### src/rtl/fetch_stage_if.sv
// rtl/fetch_stage_if.sv - fetch stage control, instruction memory and IF/ID bundle
interface fetch_stage_if;
    logic        stall;
    logic        flush;
    logic [31:0] redirect_pc;
    logic [31:0] imem_pc;
    logic [31:0] imem_instr;
    logic [31:0] if_id_pc;
    logic [31:0] if_id_instr;
    logic        if_id_valid;
    logic        halted;
    logic [31:0] fetch_count;

    modport master (
        output stall, flush, redirect_pc, imem_instr,
        input  imem_pc, if_id_pc, if_id_instr, if_id_valid, halted, fetch_count
    );

    modport slave (
        input  stall, flush, redirect_pc, imem_instr,
        output imem_pc, if_id_pc, if_id_instr, if_id_valid, halted, fetch_count
    );
endinterface

### src/rtl/fetch_stage.sv
// rtl/fetch_stage.sv - instruction fetch stage with IF/ID register and self-loop halt
module fetch_stage #(
    parameter logic [31:0] RESET_PC   = 32'h00000000,
    parameter logic [31:0] NOP_INSTR  = 32'h00000013,
    parameter logic [31:0] HALT_INSTR = 32'h0000006f
) (
    input logic         clk,
    input logic         rst,
    fetch_stage_if.slave bus
);
    localparam logic [0:0] ST_RUN  = 1'b0;
    localparam logic [0:0] ST_HALT = 1'b1;

    logic [0:0]  r_state;
    logic [31:0] r_pc;
    logic [31:0] r_halt_pc;
    logic [31:0] r_if_id_pc;
    logic [31:0] r_if_id_instr;
    logic        r_if_id_valid;
    logic [31:0] r_fetch_count;

    logic [31:0] w_redirect_aligned;
    logic        w_is_halt_instr;
    logic [31:0] w_count_next;

    assign w_redirect_aligned = {bus.redirect_pc[31:2], 2'b00};
    assign w_is_halt_instr    = (bus.imem_instr == HALT_INSTR);
    assign w_count_next       = (r_fetch_count == 32'hFFFFFFFF) ? r_fetch_count
                                                                : r_fetch_count + 32'd1;

    always_ff @(posedge clk) begin
        if (rst) begin
            r_state       <= ST_RUN;
            r_pc          <= RESET_PC;
            r_halt_pc     <= 32'd0;
            r_if_id_pc    <= 32'd0;
            r_if_id_instr <= NOP_INSTR;
            r_if_id_valid <= 1'b0;
            r_fetch_count <= 32'd0;
        end else if (bus.flush) begin
            r_pc          <= w_redirect_aligned;
            r_if_id_instr <= NOP_INSTR;
            r_if_id_valid <= 1'b0;
            // Redirecting back onto the halting self-loop keeps the core parked.
            if (r_state == ST_HALT && w_redirect_aligned != r_halt_pc)
                r_state <= ST_RUN;
        end else if (bus.stall) begin
            r_pc <= r_pc;
        end else if (r_state == ST_HALT) begin
            r_if_id_instr <= NOP_INSTR;
            r_if_id_valid <= 1'b0;
        end else begin
            r_if_id_pc    <= r_pc;
            r_if_id_instr <= bus.imem_instr;
            r_if_id_valid <= 1'b1;
            r_fetch_count <= w_count_next;
            if (w_is_halt_instr) begin
                r_halt_pc <= r_pc;
                r_state   <= ST_HALT;
            end else begin
                r_pc <= r_pc + 32'd4;
            end
        end
    end

    assign bus.imem_pc     = r_pc;
    assign bus.if_id_pc    = r_if_id_pc;
    assign bus.if_id_instr = r_if_id_instr;
    assign bus.if_id_valid = r_if_id_valid;
    assign bus.halted      = (r_state == ST_HALT);
    assign bus.fetch_count = r_fetch_count;
endmodule

### src/flat_wrapper.sv
// flat-port wrapper written by rule: the top's interface ports become plain ports
module fetch_stage_flat 
#(
    parameter logic [31:0] RESET_PC   = 32'h00000000,
    parameter logic [31:0] NOP_INSTR  = 32'h00000013,
    parameter logic [31:0] HALT_INSTR = 32'h0000006f
)
  (clk, rst, bus_stall, bus_flush, bus_redirect_pc, bus_imem_instr, bus_imem_pc, bus_if_id_pc, bus_if_id_instr, bus_if_id_valid, bus_halted, bus_fetch_count);
  fetch_stage_if bus_i ();
  input logic clk;
  input logic rst;
  input wire logic [$bits(bus_i.stall)-1:0] bus_stall;
  input wire logic [$bits(bus_i.flush)-1:0] bus_flush;
  input wire logic [$bits(bus_i.redirect_pc)-1:0] bus_redirect_pc;
  input wire logic [$bits(bus_i.imem_instr)-1:0] bus_imem_instr;
  output wire logic [$bits(bus_i.imem_pc)-1:0] bus_imem_pc;
  output wire logic [$bits(bus_i.if_id_pc)-1:0] bus_if_id_pc;
  output wire logic [$bits(bus_i.if_id_instr)-1:0] bus_if_id_instr;
  output wire logic [$bits(bus_i.if_id_valid)-1:0] bus_if_id_valid;
  output wire logic [$bits(bus_i.halted)-1:0] bus_halted;
  output wire logic [$bits(bus_i.fetch_count)-1:0] bus_fetch_count;
  assign bus_i.stall = bus_stall;
  assign bus_i.flush = bus_flush;
  assign bus_i.redirect_pc = bus_redirect_pc;
  assign bus_i.imem_instr = bus_imem_instr;
  assign bus_imem_pc = bus_i.imem_pc;
  assign bus_if_id_pc = bus_i.if_id_pc;
  assign bus_if_id_instr = bus_i.if_id_instr;
  assign bus_if_id_valid = bus_i.if_id_valid;
  assign bus_halted = bus_i.halted;
  assign bus_fetch_count = bus_i.fetch_count;
  fetch_stage #(.RESET_PC(RESET_PC), .NOP_INSTR(NOP_INSTR), .HALT_INSTR(HALT_INSTR)) u_core (.clk(clk), .rst(rst), .bus(bus_i));
endmodule
### config.mk
export PLATFORM = sky130hd
export DESIGN_NAME = fetch_stage_flat
export DESIGN_NICKNAME = d
export VERILOG_FILES = /design/src/rtl/fetch_stage_if.sv /design/src/rtl/fetch_stage.sv /design/src/flat_wrapper.sv
export SDC_FILE = /design/constraint.sdc
export NUM_CORES = 1
export LEC_CHECK = 0
export CAP_MARGIN = 20
export CORE_UTILIZATION = 50
export CTS_CLUSTER_DIAMETER = 200
export CTS_CLUSTER_SIZE = 14
export DETAILED_ROUTE_END_ITERATION = 10
export DONT_BUFFER_PORTS = 1
export GPL_TIMING_DRIVEN = 0
export SLEW_MARGIN = 20
export SYNTH_ARGS = -nofsm -noshare
export SYNTH_HDL_FRONTEND = slang
export SYNTH_SLANG_ARGS = --single-unit
### constraint.sdc
create_clock -name clk -period 5.1 [get_ports clk]
set_input_delay 1.02 -clock clk [delete_from_list [all_inputs] [get_ports clk]]
set_output_delay 1.02 -clock clk [all_outputs]
set_load 0.02 [all_outputs]
==> report_table.html <==
<table>
<tr><th>Metric</th><th>Value</th></tr>
<tr><th colspan="2">STA</th></tr>
<tr><td>Period minus WS final</td><td>3.089 ns</td></tr>
<tr><td>Number of hold violations in the final report</td><td>0</td></tr>
<tr><td>Setup violation total in the final timing report</td><td>0</td></tr>
<tr><td>Part of the cycle the worst path needs</td><td>60.58%</td></tr>
<tr><td>Total Negative Setup Slacks</td><td>0 ns</td></tr>
<tr><td>Final clock skew</td><td>0.007495 ns</td></tr>
<tr><td>Relative max-transition margin</td><td>44.50%</td></tr>
<tr><td>Maximum achievable frequency</td><td>323.7 MHz</td></tr>
<tr><td>Unrepaired setup endpoints after global routing</td><td>false</td></tr>
<tr><td>Max-slew violation count</td><td>0</td></tr>
<tr><td>Tightest Pin Transition</td><td>0.8325 ns</td></tr>
<tr><th colspan="2">CTS</th></tr>
<tr><td>Number of buffers between clock root and the deepest sink</td><td>2</td></tr>
<tr><td>CTS Root Buffer Type</td><td>sky130_fd_sc_hd__clkbuf_16</td></tr>
<tr><td>Clock tree from TritonCTS</td><td>yes</td></tr>
<tr><td>Clock tree sinks</td><td>156</td></tr>
<tr><td>TritonCTS buffer count</td><td>17</td></tr>
<tr><td>Hold buffer count at cts</td><td>0</td></tr>
<tr><td>Deepest level of the CTS H-tree</td><td>4</td></tr>
<tr><td>Number of buffers inserted by post-CTS setup repair</td><td>0</td></tr>
<tr><td>Post-cts resize count</td><td>0</td></tr>
<tr><td>Worst-Skew Late Latency</td><td>0.43 ns</td></tr>
<tr><td>Clock edge transition at the registers on the reported setup and hold paths</td><td>0.06 ns</td></tr>
<tr><th colspan="2">Place</th></tr>
<tr><td>Placement-stage cell area</td><td>7381 sq um</td></tr>
<tr><td>Placed cell count</td><td>1061</td></tr>
<tr><td>HPWL after DPL</td><td>16700 um</td></tr>
<tr><td>Number of port buffers</td><td>0</td></tr>
<tr><td>RD Place Congestion</td><td>0.9675</td></tr>
<tr><th colspan="2">Synthesis</th></tr>
<tr><td>Synth Instances</td><td>878</td></tr>
<tr><td>Count of flip-flops with a built-in enable after synthesis</td><td>0</td></tr>
<tr><td>Proportion of synthesized flip-flops having asynchronous set or reset</td><td>0%</td></tr>
<tr><td>Top flip-flop cell by instance count after synthesis</td><td>sky130_fd_sc_hd__dfxtp_1</td></tr>
<tr><td>Fraction of the yosys area taken by sequential cells</td><td>43.71%</td></tr>
<tr><td>Synth warnings</td><td>0</td></tr>
<tr><td>Synthesized cell area</td><td>7144 sq um</td></tr>
<tr><td>Number of storage elements in the synthesis netlist</td><td>156</td></tr>
<tr><td>Post-synth cell types</td><td>59</td></tr>
<tr><td>Post-Synthesis Mean Instance Area</td><td>8.137 sq um</td></tr>
<tr><th colspan="2">Critical path</th></tr>
<tr><td>CP Data Required Time</td><td>5.37 ns</td></tr>
<tr><td>Type of destination of the critical path</td><td>register</td></tr>
<tr><td>Largest fanout of any net on the critical path</td><td>10</td></tr>
<tr><td>Setup CP Type</td><td>input pin to register</td></tr>
<tr><td>Largest stage delay on the critical path</td><td>0.46 ns</td></tr>
<tr><td>Cell type with the highest occurrence count on the critical path</td><td>sky130_fd_sc_hd__clkbuf_1</td></tr>
<tr><td>Cell-by-cell listing of the critical path</td><td>nor4_1 &gt; nor4bb_1 &gt; clkbuf_1 &gt; clkbuf_1 &gt; nand2_1 &gt; a32oi_1 &gt; a21oi_1</td></tr>
<tr><td>Startpoint type of the worst setup path</td><td>input pin</td></tr>
<tr><td>WP data arrival</td><td>3.36 ns</td></tr>
<tr><td>Slowest cell on crit path</td><td>sky130_fd_sc_hd__nor4_1</td></tr>
<tr><th colspan="2">Hold path</th></tr>
<tr><td>Worst hold path type</td><td>register to register</td></tr>
<tr><th colspan="2">Routing</th></tr>
<tr><td>Final wirelength</td><td>23100 um</td></tr>
<tr><td>Via count of the routed design</td><td>6828</td></tr>
<tr><td>Detailed-route wire length per cell</td><td>21.14 um</td></tr>
<tr><td>Detail Route Antenna Nets</td><td>0</td></tr>
<tr><td>First-iteration detailed-routing DRC count</td><td>650</td></tr>
<tr><td>Detailed-routing iteration count for the pre-antenna-repair pass</td><td>5</td></tr>
<tr><td>Routed vias/inst</td><td>6.247</td></tr>
<tr><td>DRC Markers</td><td>0</td></tr>
<tr><th colspan="2">Die</th></tr>
<tr><td>Starting density of the core</td><td>51.27%</td></tr>
<tr><td>Count of standard-cell rows</td><td>43</td></tr>
<tr><td>Placeable core region</td><td>13930 sq um</td></tr>
<tr><td>I/O Pins</td><td>198</td></tr>
<tr><td>Full die area</td><td>14770 sq um</td></tr>
<tr><td>X dimension of the die</td><td>121.5 um</td></tr>
<tr><td>Chip Height</td><td>121.5 um</td></tr>
<tr><th colspan="2">Finish</th></tr>
<tr><td>Total Nets Final</td><td>970</td></tr>
<tr><td>Finished Cell Area</td><td>8030 sq um</td></tr>
<tr><td>Layout overhead on the synthesized area</td><td>12.40%</td></tr>
<tr><td>End-of-flow core utilization</td><td>57.63%</td></tr>
<tr><td>Count of non-filler cells in the finished layout</td><td>1093</td></tr>
<tr><td>Most common cell after layout, fill and taps aside</td><td>sky130_fd_sc_hd__nand2_1</td></tr>
<tr><td>Most frequent cells in the layout</td><td>sky130_fd_sc_hd__nand2_1 (158), sky130_fd_sc_hd__dfxtp_1 (156), sky130_fd_sc_hd__a21oi_1 (91), sky130_fd_sc_hd__nor2_1 (71), sky130_fd_sc_hd__clkbuf_1 (55)</td></tr>
<tr><td>Antenna Diode Count</td><td>0</td></tr>
<tr><td>Proportion of layout cells with a drive suffix above 1</td><td>5.586%</td></tr>
<tr><th colspan="2">Power</th></tr>
<tr><td>Highest ir drop seen on vdd</td><td>249.3 uV</td></tr>
<tr><td>Static Leak</td><td>2.540 nW</td></tr>
<tr><td>Ratio of total power to cell area</td><td>362.1 nW/um^2</td></tr>
<tr><th colspan="2">GRT</th></tr>
<tr><td>First-pass GRT wire length</td><td>35620 um</td></tr>
<tr><td>Number of antenna violations at the first check in global routing</td><td>0</td></tr>
<tr><td>Largest net degree at the start of global routing</td><td>17</td></tr>
<tr><td>Total track usage</td><td>31.78%</td></tr>
<tr><td>Aggregate global routing overflow</td><td>0</td></tr>
<tr><td>Via count of the first global-routing pass</td><td>6698</td></tr>
<tr><th colspan="2">Outcome</th></tr>
<tr><td>Status</td><td>complete, no violations</td></tr>
<tr><th colspan="2">Run</th></tr>
<tr><td>Max-capacitance violation count</td><td>0</td></tr>
</table>
[Yosys cell counts (all sizes together), types with 5 or more instances]
cell type / n / area (sq um)
a2111oi: 5 / 43.79
a211oi: 25 / 187.7
a21oi: 91 / 455.4
a22oi: 30 / 225.2
a31oi: 8 / 50.05
and3: 6 / 37.54
and4: 8 / 71.32
buf: 12 / 68.81
clkbuf: 54 / 202.7
dfxtp: 156 / 3123
inv: 8 / 30.03
mux2: 5 / 56.30
nand2: 158 / 593.1
nand3: 23 / 115.1
nand4: 34 / 219.0
nor2: 71 / 266.5
nor2b: 9 / 56.30
nor3: 9 / 45.04
nor4: 18 / 131.4
o21ai: 13 / 65.06
o31ai: 11 / 82.58
or3: 11 / 68.82
or4: 11 / 82.58
xnor2: 41 / 359.1
xor2: 11 / 96.34
[metrics by stage]
stage	worst slack, ns	power (mW)	hold WS, ns
after floorplan	2.252	1.465	0.4481
after global placement	1.681	1.521	0.4547
after detailed placement	1.656	1.526	0.4614
after CTS	2.069	2.912	0.4697
after global routing	1.912	2.982	0.4824
final	2.011	2.908	0.4688
[worst paths after layout]
kind,from,endpoint,slack (ns),cells past startpoint
worst min register to register,u_core.r_halt_pc[13],u_core.r_halt_pc[13],0.47,2
worst max-delay path,bus_imem_instr[11],u_core.bus.imem_pc[12],2.01,7
worst min-delay path,u_core.r_halt_pc[13],u_core.r_halt_pc[13],0.47,2
worst max register to register,u_core.bus.fetch_count[3],u_core.bus.fetch_count[28],2.30,6
[logic make-up after synthesis]
| family | Yosys count | share of synthesized area (%) |
|---|---|---|
| fa+ha+maj | 2 | 0.3502 |
| compound gates | 209 | 18.60 |
| other cells | 1 | 0.05249 |
| simple gates | 374 | 25.32 |
| mux | 7 | 1.068 |
| xor+xnor | 52 | 6.375 |
| flops | 156 | 43.71 |
| buf+inv | 77 | 4.518 |
[critical path: cells and delay by family]
family / cells / cell delay [ns]
AOI/OAI and AO/OA: 2 / 0.38
buffers and inverters: 2 / 0.80
and+or+nand+nor: 3 / 1.16
[metal layers]
metal / part of all wire [%] / vias up / routed length [um] / global-route usage, %
li1: - / 3183 / - / -
met1: 41 / 3288 / 9446 / 38.60
met2: 48 / 309 / 11120 / 53.05
met3: 8.3 / 48 / 1928 / 9.644
met4: 2.6 / 0 / 607 / 11.27
met5: 0 / - / 0 / 0
[registers in the layout, indices dropped and copies added, names as in the netlist]
signal	flops
u_core.bus.imem_pc	30
u_core.bus.if_id_valid	1
u_core.r_halt_pc	30
u_core.bus.if_id_pc	30
u_core.bus.fetch_count	32
u_core.bus.halted	1
u_core.bus.if_id_instr	32
[cell type report]
class,count,area (sq um)
buffer,68,289.0
clock buffer,18,429.2
tap,180,225.2
sequential,156,3123
clock inverter,14,220.2
multi-input combinational,648,3710
inverter,9,33.78
fill,1313,5904
[power breakdown]
part / leakage, nW / switching (mW) / internal (mW)
logic: 0.958 / 0.109 / 0.0573
clock network: 0.314 / 0.534 / 0.871
registers: 1.27 / 0.0856 / 1.25
total: 2.54 / 0.729 / 2.18
Note: power is estimated with default switching activity, not from simulation.
